$ cat config.mk
export PLATFORM = sky130hd
export DESIGN_NAME = mem_arbiter
export DESIGN_NICKNAME = d
export VERILOG_FILES = /design/src/rtl/mem_arbiter.sv
export SDC_FILE = /design/constraint.sdc
export NUM_CORES = 1
export LEC_CHECK = 0
export ABC_AREA = 0
export BUFFER_PORTS_ARGS = -buffer_cell sky130_fd_sc_hd__buf_2
export CAP_MARGIN = 10
export CORE_AREA = 2 2 118 120
export DETAILED_ROUTE_END_ITERATION = 7
export DIE_AREA = 0 0 120 122
export PLACE_DENSITY = 0.91
export SYNTH_ARGS = -nofsm -noshare
export SYNTH_HDL_FRONTEND = slang
export SYNTH_SLANG_ARGS = --single-unit
export TNS_END_PERCENT = 100
$ cat constraint.sdc
create_clock -name clk -period 1.9 [get_ports clk]
set_input_delay 0.095 -clock clk [delete_from_list [all_inputs] [get_ports clk]]
set_output_delay 0.095 -clock clk [all_outputs]
set_load 0.02 [all_outputs]
$ cat src/rtl/mem_arbiter.sv
// Round-robin arbiter sharing one stall-handshake memory between fetch (p0) and load/store (p1).
// Latency: grant edge + memory time + one RESP cycle; a requester stays stalled until its RESP cycle.
module mem_arbiter #(
  parameter int ADDR_W  = 32,
  parameter int DATA_W  = 32,
  parameter int TIMEOUT = 64,
  parameter int CNT_W   = 7
) (
  input  logic              clk,
  input  logic              rst_n,

  input  logic              p0_req,
  input  logic              p0_we,
  input  logic [ADDR_W-1:0] p0_addr,
  input  logic [DATA_W-1:0] p0_wdata,
  output logic [DATA_W-1:0] p0_rdata,
  output logic              p0_stall,

  input  logic              p1_req,
  input  logic              p1_we,
  input  logic [ADDR_W-1:0] p1_addr,
  input  logic [DATA_W-1:0] p1_wdata,
  output logic [DATA_W-1:0] p1_rdata,
  output logic              p1_stall,

  output logic              mem_cs,
  output logic              mem_we,
  output logic [ADDR_W-1:0] mem_addr,
  output logic [DATA_W-1:0] mem_din,
  input  logic [DATA_W-1:0] mem_dout,
  input  logic              mem_stall,

  output logic              err
);

  localparam logic [1:0] S_IDLE = 2'd0;
  localparam logic [1:0] S_BUSY = 2'd1;
  localparam logic [1:0] S_RESP = 2'd2;

  localparam logic [CNT_W-1:0] CNT_LAST = CNT_W'(TIMEOUT - 1);
  localparam logic [CNT_W-1:0] CNT_MAX  = '1;

  logic [1:0]        state_q, state_d;
  logic              grant_q, grant_d;
  logic              last_grant_q, last_grant_d;
  logic [CNT_W-1:0]  cnt_q, cnt_d;
  logic              mem_cs_q, mem_cs_d;
  logic              mem_we_q, mem_we_d;
  logic [ADDR_W-1:0] mem_addr_q, mem_addr_d;
  logic [DATA_W-1:0] mem_din_q, mem_din_d;
  logic [DATA_W-1:0] p0_rdata_q, p0_rdata_d;
  logic [DATA_W-1:0] p1_rdata_q, p1_rdata_d;
  logic              err_q, err_d;

  logic              win;
  logic              done;

  always_comb begin
    state_d      = state_q;
    grant_d      = grant_q;
    last_grant_d = last_grant_q;
    cnt_d        = cnt_q;
    mem_cs_d     = mem_cs_q;
    mem_we_d     = mem_we_q;
    mem_addr_d   = mem_addr_q;
    mem_din_d    = mem_din_q;
    p0_rdata_d   = p0_rdata_q;
    p1_rdata_d   = p1_rdata_q;
    err_d        = 1'b0;

    // On a tie the port that did not win last time gets the memory.
    win  = (p0_req & p1_req) ? ~last_grant_q : p1_req;
    done = mem_cs_q & ~mem_stall;

    case (state_q)
      S_IDLE: begin
        if (p0_req | p1_req) begin
          grant_d      = win;
          last_grant_d = win;
          cnt_d        = '0;
          mem_cs_d     = 1'b1;
          mem_we_d     = win ? p1_we    : p0_we;
          mem_addr_d   = win ? p1_addr  : p0_addr;
          mem_din_d    = win ? p1_wdata : p0_wdata;
          state_d      = S_BUSY;
        end
      end
      S_BUSY: begin
        if (done) begin
          if (!mem_we_q) begin
            if (grant_q) p1_rdata_d = mem_dout;
            else         p0_rdata_d = mem_dout;
          end
          mem_cs_d = 1'b0;
          mem_we_d = 1'b0;
          state_d  = S_RESP;
        end else if (cnt_q >= CNT_LAST) begin
          // Watchdog abort: release the memory and answer the requester without data.
          mem_cs_d = 1'b0;
          mem_we_d = 1'b0;
          err_d    = 1'b1;
          state_d  = S_RESP;
        end else if (cnt_q != CNT_MAX) begin
          cnt_d = cnt_q + 1'b1;
        end
      end
      S_RESP: begin
        state_d = S_IDLE;
      end
      default: begin
        state_d  = S_IDLE;
        mem_cs_d = 1'b0;
        mem_we_d = 1'b0;
      end
    endcase
  end

  always_ff @(posedge clk or negedge rst_n) begin
    if (!rst_n) begin
      state_q      <= S_IDLE;
      grant_q      <= 1'b0;
      last_grant_q <= 1'b1;
      cnt_q        <= '0;
      mem_cs_q     <= 1'b0;
      mem_we_q     <= 1'b0;
      mem_addr_q   <= '0;
      mem_din_q    <= '0;
      p0_rdata_q   <= '0;
      p1_rdata_q   <= '0;
      err_q        <= 1'b0;
    end else begin
      state_q      <= state_d;
      grant_q      <= grant_d;
      last_grant_q <= last_grant_d;
      cnt_q        <= cnt_d;
      mem_cs_q     <= mem_cs_d;
      mem_we_q     <= mem_we_d;
      mem_addr_q   <= mem_addr_d;
      mem_din_q    <= mem_din_d;
      p0_rdata_q   <= p0_rdata_d;
      p1_rdata_q   <= p1_rdata_d;
      err_q        <= err_d;
    end
  end

  assign mem_cs   = mem_cs_q;
  assign mem_we   = mem_we_q;
  assign mem_addr = mem_addr_q;
  assign mem_din  = mem_din_q;
  assign p0_rdata = p0_rdata_q;
  assign p1_rdata = p1_rdata_q;
  assign err      = err_q;

  // Stall is released only in the granted port's RESP cycle, so the pipeline advances exactly once.
  assign p0_stall = p0_req & ~((state_q == S_RESP) & ~grant_q);
  assign p1_stall = p1_req & ~((state_q == S_RESP) &  grant_q);

endmodule
# After elaboration in Yosys (flattened, before gate mapping)
# Index checks and enable logic that the tools add are counted.
# W data, S select, Z words.
dict set report totals {
  memories 0
  out_inout_bits 133
  romBits 0
  latch_bits 0
  ram_bits 0
  register_bits 142
}
dict set report classes {
  add_sub_neg 1
  div_mod_pow 0
  n_lt_le_gt_ge 1
  n_mux 22
  eq_ne 8
  mul 0
  bitwise_logic 14
  reduce_logical 8
  shift 0
}
# operator n
set op_table {}
lappend op_table {{$mux W32} 2}
lappend op_table {{$mux W7} 4}
lappend op_table {{$pmux W7 S2} 1}
lappend op_table {{$mux W1} 9}
lappend op_table {{$ne A2 B2 Y1 const B} 4}
lappend op_table {{$reduce_and A4 Y1} 2}
lappend op_table {{$add A7 B1 Y7 const B} 1}
lappend op_table {{$ge A7 B6 Y1 const B} 1}
lappend op_table {{$ne A7 B7 Y1 const B} 1}
lappend op_table {{$not A1 Y1} 7}
lappend op_table {{$and A1 B1 Y1} 6}
lappend op_table {{$mux W2} 3}
lappend op_table {{$pmux W1 S3} 2}
lappend op_table {{$reduce_and A5 Y1} 1}
lappend op_table {{$pmux W2 S2} 1}
lappend op_table {{$reduce_and A2 Y1} 2}
lappend op_table {{$ne A3 B3 Y1 const B} 1}
lappend op_table {{$reduce_and A3 Y1} 1}
lappend op_table {{$eq A2 B1 Y1 const B} 1}
lappend op_table {{$eq A2 B2 Y1 const B} 1}
lappend op_table {{$logic_not A2 Y1} 1}
lappend op_table {{$reduce_bool A2 Y1} 1}
lappend op_table {{$or A1 B1 Y1} 1}

# Depth between registers and ports, before layout
# Gate-level depths: netlist (run 1).
dict set report logic_depth {
  depth_word 5
  depth_mapped 6
  mapped_depth_nobuf 5
}

# Least setup slack after synthesis (run 1)
# OpenSTA, ideal clock, no wires.
dict set report synth_timing {
  kind {reg-to-reg}
  start {reg cnt_q[0]}
  end {reg cnt_q[0]}
  setup_ns 0.118
  path_stages_with_launch 6
  slack_ns 0.184
  arrival_ns 1.598
  cell_sequence {dfrtp_1 ha_1 a21o_1 a2111o_1 and2_4 a21o_1}
}
dict set report synth_between {
  elab_chain_len 5
}
# item line
set synth_lines {}
lappend synth_lines {{start: declaration} 46} ;# logic [CNT_W-1:0] cnt_q, cnt_d;
lappend synth_lines {{start signal: assignment} 135} ;# cnt_q <= cnt_d;
lappend synth_lines {{$add A7 B1 Y7} 104} ;# cnt_d = cnt_q + 1'b1;
lappend synth_lines {{$mux W7} 103} ;# end else if (cnt_q != CNT_MAX) begin
lappend synth_lines {{$mux W7} 97} ;# end else if (cnt_q >= CNT_LAST) begin
lappend synth_lines {{$mux W7} 89} ;# if (done) begin
lappend synth_lines {{$pmux W7 S2} 75} ;# case (state_q)
# Parallel ways exist; a longest one is shown, timed or not. The select of a mux whose other input is x is not followed.
# A chain may end at the register's enable or synchronous reset.

# Final worst setup path (run 1)
dict set report layout_timing {
  start {reg cnt_q[0]}
  end {reg cnt_q[4]}
}
# Same word-level chain as after synthesis.

==> impl_results.md, run 1 <==
* Status: complete, but fails checks
* Pleak at 4.98 nW
* Hold Crit Class: in -> reg
* Routed vias at 5807
* Setup TNS at 0 ps
* ANT nets after route at 0
* Largest net degree at the start of global routing at 60
* MaxCap Viol Count at 0
* Area post-placement at 7850 sq um
* Worst relative slew slack at 0.575
* Kind of cell adding the most delay to the critical path: compound AO/OA/AOI/OAI gates
* Data arrival, critical path at ~2100 ps
* Most common cell after layout, fill and taps aside: buf_2
* DR iter-0 viols at 333
* Slew Limit Fails at 0
* CP max stage cell: a2111o_1
* Sequential power share at 0.344
* YS warnings at 0
* First-pass GRT wire length at 31400 um
* Post-layout min period at 1830 ps
* Fillers at 816
* Worst-Skew Late Latency at approximately 420 ps
* Crit path depth at 5
* Clk sinks at 142
* CTS Buffer Depth at 2
* Initial antenna violation count at 0
* Buffers & Inverters on Critical Path at 0
* Register area share after synthesis at 0.585
* Most numerous cell on the critical path: a21o_1
* Tot GR Track Use at 0.280
* Nets@finish at 1098
* Final instance area at 9890 sq um
* Placeable core area at 13500 sq um
* Cell Pwr Density at 1600 nW/um^2
* # setup viols final at 0
* Setup crit start kind: flip-flop
* Rows at 43
* VDD IR max at approximately 0.83 mV
* Hold Vio Cnt, Final at 1
* Clock Pin Slew Worst Setup and Hold Paths at 60 ps
* Fin crit share at 0.964
* Internal power at 9.36 mW
* I/O Buffers at roughly 300
* H-tree Lvls at 4
* Switching pwr at 6.47 mW
* CP Class: reg -> reg
* TritonCTS clock tree: yes
* FF+latch count, synth at around 140
* Synth Instances at 483
* Die Width at 120 um
* Layout area overhead at 62.8%
* Grt ovf at 0
* Fmax at between 500 and 600 MHz
* Hold_ws at -3.45 ps
* DP Worst Slack at 96.2 ps
* Initial Utilization at 0.450
* Worst path required time at 2200 ps
* Setup ws final at 67.8 ps
* Commonest cells after routing, fill and taps aside: buf_2 (298), dfrtp_1 (141), dlygate4sd3_1 (137), nand2_1 (67), mux2i_1 (65)
* Residual DRC at 0
* Crit Path Max Fanout at 5
* Failing checks: negative hold slack
* Drt wl/cell at about 19 um
* RSZ-0062 raised after global routing: false
* Post-Route WL at 20800 um
* DP HPWL at 11500 um
* I/O Pins at 300
* Chip height at 122 um
* Clk root buf: clkbuf_16
* Mean area per synthesized cell at roughly 13 sq um
* GP Congestion at 0.824
* Clock share of power at 0.222
* Vias in the first global route at 6156
* Sw Ratio at 0.409
* Post-synth cell types at 39
* Hold path cells at 3
* Worst setup EP type: flip-flop
* Part of the power in combinational logic at 0.435
* CTS Buf Count at 17
* CP Cell Sequence: ha_1 -> a21o_1 -> a2111o_1 -> and2_4 -> a21o_1
* Final Skew at 9.14 ps
* Mapped Area at 6080 sq um
* Die area at 14600 sq um
* Pre-antenna DRT Iters at 5
* Worst Tran Pin Value at 636 ps
* DR vias/cell at between 5 and 6
* Syn Nets at around 650
* Worst Reg-to-Reg Cells at 5
* Crit-path max cell delay at around 480 ps
* Share of post-route cells with drive strength above 1 at 0.449
* Antenna cells at 0
==> per-stage QoR <==
stage / cells / power [mW] / utilization / hold slack [ps]
global placement: 951 / 11.5 / 0.582 / 36.5
CTS: 1119 / 15.5 / 0.729 / 0.307
global route: 1123 / 16.7 / 0.732 / 1.23
finish: 1123 / 15.8 / 0.732 / -3.45
floorplan: 483 / 9.33 / - / -201
detailed placement: 951 / 11.7 / 0.582 / 34.6
==> layer usage <==
| layer | routed length, um | GRT usage |
|---|---|---|
| met2 | 10400 | 0.478 |
| met3 | 1720 | 0.0941 |
| met1 | 7650 | 0.306 |
| met4 | 1050 | 0.159 |
| met5 | 0 | 0 |
==> registers in the layout (all words and copies together), names as in the netlist <==
register      count
mem_we            1
mem_cs            1
p1_rdata         32
grant_q           1
mem_din          32
mem_addr         32
p0_rdata         32
err               1
state_q           2
last_grant_q      1
cnt_q             7
==> cells by family (layout without fill, tap and decap cells) <==
family / count (synthesis) / count (layout) / share of synthesized area
flops: 142 / 142 / 0.585
mux: 130 / 130 / 0.229
simple gates: 91 / 91 / 0.0698
compound gates: 87 / 87 / 0.0801
buf+inv: 32 / 492 / 0.0342
fa+ha+maj: 1 / 1 / 0.00206
==> power by group through the flow <==
stage               logic [mW]  clock network, mW  registers [mW]
finish                    6.88               3.51            5.44
global route              7.36               3.71            5.60
CTS                       6.64               3.53            5.33
detailed placement        6.40                  0            5.35
global placement          6.20                  0            5.27
floorplan                 2.36                  0            6.98
==> final timing paths <==
check	start	end	slack, ps
hold reg to reg	mem_addr[15]	mem_addr[15]	480
max in group asynchronous	rst_n	p1_rdata[13]	1110
min in group asynchronous	rst_n	p0_rdata[8]	160
hold / removal	p0_wdata[14]	mem_din[14]	-3
setup reg to reg	cnt_q[0]	cnt_q[4]	70
setup / recovery	cnt_q[0]	cnt_q[4]	70
==> worst reg2reg max path, stage by stage (launching register included) <==
cell,delay (ps)
dfrtp_1,420
ha_1,270
a21o_1,180
a2111o_1,480
and2_4,200
a21o_1,180
==> repair_timing <==
action / in CTS / in global routing
setup endpoints to repair: 0 / 3
hold buffers: 136 / 2
resized for setup: 0 / 2
endpoints found under the hold margin: 239 / 1
setup buffers: 0 / 2
==> synthesized netlist by cell type, drive strengths merged <==
| library cell | count | area [sq um] |
|---|---|---|
| ha | 1 | 12.5 |
| nand4 | 1 | 21.3 |
| a211oi | 1 | 7.51 |
| nand2b | 2 | 20.0 |
| o22ai | 1 | 6.26 |
| a21boi | 1 | 11.3 |
| o2bb2ai | 1 | 8.76 |
| nor3 | 2 | 10.0 |
| nand3 | 7 | 35.0 |
| mux2 | 65 | 739 |
| dfstp | 1 | 26.3 |
| o31a | 2 | 20.0 |
| nor4 | 2 | 27.5 |
| and2 | 1 | 8.76 |
| nor2b | 1 | 6.26 |
| nor3b | 1 | 7.51 |
| and4 | 1 | 8.76 |
| o31ai | 2 | 15.0 |
| and2b | 1 | 8.76 |
| o21ai | 67 | 335 |
| nor2 | 5 | 18.8 |
| inv | 5 | 18.8 |
| mux2i | 65 | 651 |
| a21oi | 4 | 20.0 |
| buf | 19 | 129 |
| a2111o | 1 | 11.3 |
| a21o | 6 | 45.0 |
| clkbuf | 8 | 60.1 |
| nand2 | 67 | 251 |
| dfrtp | 141 | 3530 |
| a31oi | 1 | 6.26 |
==> cell type report <==
cell class	instances	area, sq um	area share
clock inverter	13	180	0.0182
sequential	142	3550	0.359
inverter	5	18.8	0.00190
tap	180	225	0.0228
multi-input combinational	309	2330	0.236
clock buffer	19	443	0.0448
timing repair buffer	455	3130	0.317
Note: power is estimated with default switching activity, not from simulation.
==> inputs of run 2 (changes only) <==
--- a/config.mk
+++ b/config.mk
@@ -12,6 +12,7 @@
 export DETAILED_ROUTE_END_ITERATION = 7
 export DIE_AREA = 0 0 120 122
 export PLACE_DENSITY = 0.91
+export REMOVE_ABC_BUFFERS = 1
 export SYNTH_ARGS = -nofsm -noshare
 export SYNTH_HDL_FRONTEND = slang
 export SYNTH_SLANG_ARGS = --single-unit
==> run 2 against run 1 <==
Effect of this change:
- the run now ends clean
- count of clock-buffer cells in the layout did not move
- fmax grew 2.9%
- clock power fell by 3%
- first-iteration DRC count down 21%
- combinational power hardly changed
- via count shrank 0.90%
- sequential power up 0.9%
- worst setup slack improved by 52 ps
==> impl_results.md, run 2 (synthesized netlist as in run 1, its figures left out) <==
* Part of the power in combinational logic at 0.436 (was 0.435)
* Drt wl/cell at 19.3 um (was 18.5 um)
* Final Skew at 11.0 ps (was 9.14 ps)
* CP Capture Point: cnt_q[3] (was cnt_q[4])
* Fin crit share at 0.937 (was 0.964)
* Fmax at 562 MHz (was 546 MHz)
* Chip height at 122 um (unchanged)
* Initial antenna violation count at 0 (unchanged)
* Kind of cell adding the most delay to the critical path: compound AO/OA/AOI/OAI gates (unchanged)
* I/O Buffers at 299 (unchanged)
* CTS Buffer Depth at 2 (unchanged)
* Grt ovf at 0 (unchanged)
* Initial Utilization at 0.450 (unchanged)
* Crit Path Max Fanout at 5 (unchanged)
* Layout area overhead at 59.8% (was 62.8%)
* Tot GR Track Use at 0.293 (was 0.280)
* H-tree Lvls at 4 (unchanged)
* Switching pwr at 6.57 mW (was 6.47 mW)
* Status: complete, no violations (was complete, but fails checks)
* Worst Tran Pin Value at 753 ps (was 636 ps)
* Most numerous cell on the critical path: a21o_1 (unchanged)
* Worst reg2reg setup slack at 120 ps (was 70 ps)
* Largest net degree at the start of global routing at 47 (was 60)
* First-pass GRT wire length at 32700 um (was 31400 um)
* Worst setup EP type: flip-flop (unchanged)
* TritonCTS clock tree: yes (unchanged)
* Placeable core area at 13500 sq um (unchanged)
* MaxCap Viol Count at 0 (unchanged)
* Routed vias at 5755 (was 5807)
* Buffers & Inverters on Critical Path at 0 (unchanged)
* RSZ-0062 raised after global routing: false (unchanged)
* Clock Pin Slew Worst Setup and Hold Paths at 60 ps (about the same)
* Pleak at 4.89 nW (was 4.98 nW)
* DR iter-0 viols at 264 (was 333)
* Crit path depth at 5 (unchanged)
* Total power draw at 15.8 mW (about the same)
* Worst-Skew Late Latency at 410 ps (was 420 ps)
* RR Endpoint: cnt_q[3] (was cnt_q[4])
* ANT nets after route at 0 (unchanged)
* Most common cell after layout, fill and taps aside: buf_2 (unchanged)
* Worst Setup SP: cnt_q[0] (unchanged)
* Clk root buf: clkbuf_16 (unchanged)
* Hold Crit Class: in -> reg (unchanged)
* Post-layout util at 0.719 (was 0.732)
* Fillers at 797 (was 816)
* CP max stage cell: a2111o_1 (unchanged)
* Hold_ws at 13.5 ps (was -3.45 ps)
* Area of the multi-input gates at 2340 sq um (was 2330 sq um)
* DP HPWL at 12200 um (was 11500 um)
* # Post-CTS Setup Buffers at 0 (unchanged)
* Register area at 3550 sq um (unchanged)
* Setup TNS at 0 ps (unchanged)
* Final instance area at 9710 sq um (was 9890 sq um)
* CP Cell Sequence: ha_2 -> a21o_1 -> a2111o_1 -> and2_4 -> a21o_1 (was ha_1 -> a21o_1 -> a2111o_1 -> and2_4 -> a21o_1)
* Pre-antenna DRT Iters at 4 (was 5)
* Clk sinks at 142 (unchanged)
* Nets@finish at 1083 (was 1098)
* Worst relative slew slack at 0.496 (was 0.575)
* Cell Pwr Density at 1620 nW/um^2 (was 1600 nW/um^2)
* Slew Limit Fails at 0 (unchanged)
* Clock share of power at 0.216 (was 0.222)
* Data arrival, critical path at 2080 ps (was 2130 ps)
* VDD IR max at 0.721 mV (was 0.828 mV)
* Die area at 14600 sq um (unchanged)
* Worst r2r src: cnt_q[0] (unchanged)
* Die Width at 120 um (unchanged)
* Worst Reg-to-Reg Cells at 5 (unchanged)
* I/O Pins at 300 (unchanged)
* Share of post-route cells with drive strength above 1 at 0.455 (was 0.449)
* Hold Vio Cnt, Final at 0 (was 1)
* DR vias/cell at 5.18 (was 5.17)
* Internal power at 9.20 mW (was 9.36 mW)
* # setup viols final at 0 (unchanged)
* Crit-path max cell delay at 470 ps (was 480 ps)
* Area post-placement at 7840 sq um (was 7850 sq um)
* Worst path required time at 2200 ps (about the same)
* Rows at 43 (unchanged)
* CP Class: reg -> reg (unchanged)
* GP Congestion at 0.824 (about the same)
* Sequential power share at 0.348 (was 0.344)
* Post-layout min period at 1780 ps (was 1830 ps)
* Residual DRC at 0 (unchanged)
* Vias in the first global route at 6094 (was 6156)
* Setup crit start kind: flip-flop (unchanged)
* Sw Ratio at 0.417 (was 0.409)
* Commonest cells after routing, fill and taps aside: buf_2 (298), dfrtp_1 (141), dlygate4sd3_1 (125), nand2_1 (67), mux2i_1 (65) (was buf_2 (298), dfrtp_1 (141), dlygate4sd3_1 (137), nand2_1 (67), mux2i_1 (65))
* CTS Buf Count at 17 (unchanged)
* Post-Route WL at 21500 um (was 20800 um)
## run 2: final cells by class
| type | instances | share of cell area |
|---|---|---|
| multi-input cells | 309 | 0.241 |
| clock inverters | 13 | 0.0159 |
| flip-flops and latches | 142 | 0.366 |
| diodes | 2 | 0.000515 |
| repair buffers | 440 | 0.305 |
| clock buffers | 19 | 0.0466 |
| well taps | 180 | 0.0232 |
| inverters | 5 | 0.00193 |
## run 2: power groups by stage
stage | clock network (mW) | registers [mW] | logic (mW)
3_3_place_gp | 0 | 5.27 | 6.16
5_1_grt | 3.60 | 5.61 | 7.34
6_report | 3.40 | 5.49 | 6.87
3_5_place_dp | 0 | 5.36 | 6.41
2_1_floorplan | 0 | 6.98 | 2.18
4_1_cts | 3.42 | 5.35 | 6.64
## run 2: metrics by stage
step                      setup WS [ps]  instances
after global placement              131        951
final                               119       1110
after global routing               20.1       1108
after CTS                          75.1       1107
after floorplan                   -2770        456
after detailed placement           86.8        951
## run 2: what timing repair did
action,4_1_cts,5_1_grt
resized for setup,0,2
hold buffers,124,1
hold endpoints to repair,232,1
endpoints found under the setup margin,0,4
## run 2: how the worst min path moves through the flow
stage,slack [ps],startpoint,depth (start not counted),endpoint
6_report,10,p0_wdata[23],3,mem_din[23]
3_5_place_dp,40,rst_n,1,p1_rdata[6]
4_1_cts,0.3,p0_wdata[19],3,mem_din[19]
5_1_grt,20,p1_wdata[29],3,mem_din[29]
2_1_floorplan,-200,rst_n,0,cnt_q[0]
3_3_place_gp,40,rst_n,1,p0_rdata[22]
## run 2: metal layers
metal / wire length [um] / track usage / up-vias
li1: - / - / 2572
met1: 7910 / 0.322 / 2785
met2: 11100 / 0.524 / 334
met3: 1770 / 0.0871 / 64
met4: 733 / 0.133 / 0
met5: 0 / 0 / -
## run 2: worst min-delay path: stages
cell,delay (ps)
buf_2,90
mux2i_1,60
o21ai_0,130
==> inputs of run 3 (changes only) <==
--- a/config.mk
+++ b/config.mk
@@ -7,11 +7,11 @@
 export LEC_CHECK = 0
 export ABC_AREA = 0
 export BUFFER_PORTS_ARGS = -buffer_cell sky130_fd_sc_hd__buf_2
-export CAP_MARGIN = 10
+export CAP_MARGIN = 20
 export CORE_AREA = 2 2 118 120
 export DETAILED_ROUTE_END_ITERATION = 7
 export DIE_AREA = 0 0 120 122
-export PLACE_DENSITY = 0.91
+export PLACE_DENSITY_LB_ADDON = 0.3
 export REMOVE_ABC_BUFFERS = 1
 export SYNTH_ARGS = -nofsm -noshare
 export SYNTH_HDL_FRONTEND = slang
==> run 3 against run 2 <==
Effect of this change:
- the run now ends with negative setup slack left
- count of clock-buffer cells in the layout up 1
- final cell count rose by 2.3%
- first-iteration DRC count increased by 77%
- clock skew about the same
- critical path depth is 3 higher
- fmax decreased by 12%
- wire length is 1.9% lower
- critical endpoint is now mem_din[23]
- largest cell class unchanged
- highest routed layer unchanged
==> impl_results.md, run 3 (synthesized netlist as in run 1, its figures left out) <==
* Grt ovf at 0 (unchanged)
* Initial Utilization at 0.450 (unchanged)
* Data arrival, critical path at 2290 ps (was 2080 ps)
* CP Class: in -> reg (was reg -> reg)
* Setup ws final at -114 ps (was 119 ps)
* MaxCap Viol Count at 0 (unchanged)
* Final Skew at 10.8 ps (was 11.0 ps)
* Crit Path Max Fanout at 5 (unchanged)
* Initial antenna violation count at 1 (was 0)
* Hold Vio Cnt, Final at 0 (unchanged)
* Post-Layout Cell Count at 1136 (was 1110)
* Fmax at 497 MHz (was 562 MHz)
* VDD IR max at 0.893 mV (was 0.721 mV)
* Setup crit start kind: primary input (was flip-flop)
* CTS Buffer Depth at 2 (unchanged)
* Hold Crit Class: in -> reg (unchanged)
* Chip height at 122 um (unchanged)
* Pleak at 5.08 nW (was 4.89 nW)
* Dpl cells at 949 (was 951)
* Clk sinks at 142 (unchanged)
* Vias in the first global route at 6032 (was 6094)
* Largest net degree at the start of global routing at 123 (was 47)
* Setup TNS at -136 ps (was 0 ps)
* CTS Buf Count at 17 (unchanged)
* Post-layout min period at 2010 ps (was 1780 ps)
* Nets@finish at 1110 (was 1083)
* I/O Pins at 300 (unchanged)
* Most common cell after layout, fill and taps aside: buf_2 (unchanged)
* Failing checks: negative setup slack
* Total power draw at 16.0 mW (was 15.8 mW)
* Drt wl/cell at 18.6 um (was 19.3 um)
* Commonest cells after routing, fill and taps aside: buf_2 (297), dlygate4sd3_1 (145), dfrtp_1 (141), nand2_1 (67), mux2i_1 (65) (was buf_2 (298), dfrtp_1 (141), dlygate4sd3_1 (125), nand2_1 (67), mux2i_1 (65))
* Tot GR Track Use at 0.274 (was 0.293)
* Die Width at 120 um (unchanged)
* TritonCTS clock tree: yes (unchanged)
* DP HPWL at 12100 um (was 12200 um)
* Clk root buf: clkbuf_16 (unchanged)
* Routed vias at 5841 (was 5755)
* Placeable core area at 13500 sq um (unchanged)
* Worst path required time at 2170 ps (was 2200 ps)
* Share of post-route cells with drive strength above 1 at 0.445 (was 0.455)
* Worst Tran Pin Value at 486 ps (was 753 ps)
* Post-Route WL at 21100 um (was 21500 um)
* DR iter-0 viols at 468 (was 264)
* # setup viols final at 2 (was 0)
* Pre-antenna DRT Iters at 5 (was 4)
* Residual DRC at 0 (unchanged)
* Cell Pwr Density at 1590 nW/um^2 (was 1620 nW/um^2)
* H-tree Lvls at 4 (unchanged)
* I/O Buffers at 299 (unchanged)
* Worst setup EP type: flip-flop (unchanged)
* Slew Limit Fails at 0 (unchanged)
* Fillers at 836 (was 797)
* Fin crit share at 1.06 (was 0.937)
* Clock Pin Slew Worst Setup and Hold Paths at 60 ps (about the same)
* Worst relative slew slack at 0.676 (was 0.496)
* Worst-Skew Late Latency at 420 ps (was 410 ps)
* RSZ-0062 raised after global routing: true (was false)
* ANT nets after route at 0 (unchanged)
* Rows at 43 (unchanged)
* Post-layout util at 0.746 (was 0.719)
* DR vias/cell at 5.14 (was 5.18)
* Status: complete, but fails checks (was complete, no violations)
* Layout area overhead at 65.8% (was 59.8%)
* First-pass GRT wire length at 30500 um (was 32700 um)
* DP Worst Slack at 64.2 ps (was 86.8 ps)
* GP Congestion at 0.784 (was 0.824)
* Die area at 14600 sq um (unchanged)
## run 3: worst paths after layout
kind,depth (start not counted),from,end,slack [ps]
worst max-delay path,8,p0_req,mem_din[23],-110
worst min-delay path,3,p0_wdata[18],mem_din[18],6
worst max register to register,6,last_grant_q,mem_din[23],-80
worst min register to register,2,mem_din[3],mem_din[3],480
max in group asynchronous,3,rst_n,mem_addr[3],1050
min in group asynchronous,2,rst_n,p0_rdata[4],210
## run 3: what timing repair did
action / CTS / global route
hold endpoints to repair: 172 / 1
setup buffers: 0 / 5
hold buffers: 147 / 2
gates resized for setup: 0 / 3
endpoints found under the setup margin: 0 / 16
## run 3: through the flow
| stage | hold slack [ps] | area [sq um] |
|---|---|---|
| 6_report | 6.27 | 10100 |
| 5_1_grt | 23.2 | 10100 |
| 4_1_cts | 1.87 | 9950 |
| 3_5_place_dp | 78.2 | 7800 |
| 3_3_place_gp | 69.6 | 7800 |
| 2_1_floorplan | -201 | 5890 |
## run 3: cell type report
class                      count  area [sq um]  share of cell area
timing repair buffer         467          3260               0.324
antenna                        2          5.00            0.000497
clock inverter                11           211              0.0210
sequential                   142          3550               0.353
tap                          180           225              0.0224
inverter                       5          18.8             0.00186
clock buffer                  20           467              0.0463
multi-input combinational    309          2330               0.231
## run 3: power by group
part | internal, mW | switching, mW
sequential | 4.49 | 0.899
combinational | 2.74 | 4.13
clock | 2.55 | 1.22
total | 9.79 | 6.25
## run 3: metal layers
metal | wire length (um) | up-vias | GRT usage
li1 | - | 2620 | -
met1 | 7540 | 2791 | 0.291
met2 | 10500 | 338 | 0.484
met3 | 1920 | 92 | 0.0875
met4 | 1110 | 0 | 0.149
met5 | 0 | - | 0
## run 3: critical path, cell delays in order
cell           delay (ps)
dlygate4sd3_1         550
buf_4                 170
a21boi_4              190
buf_12                150
buf_12                140
mux2i_1               260
dlygate4sd3_1         620
o21ai_0               100
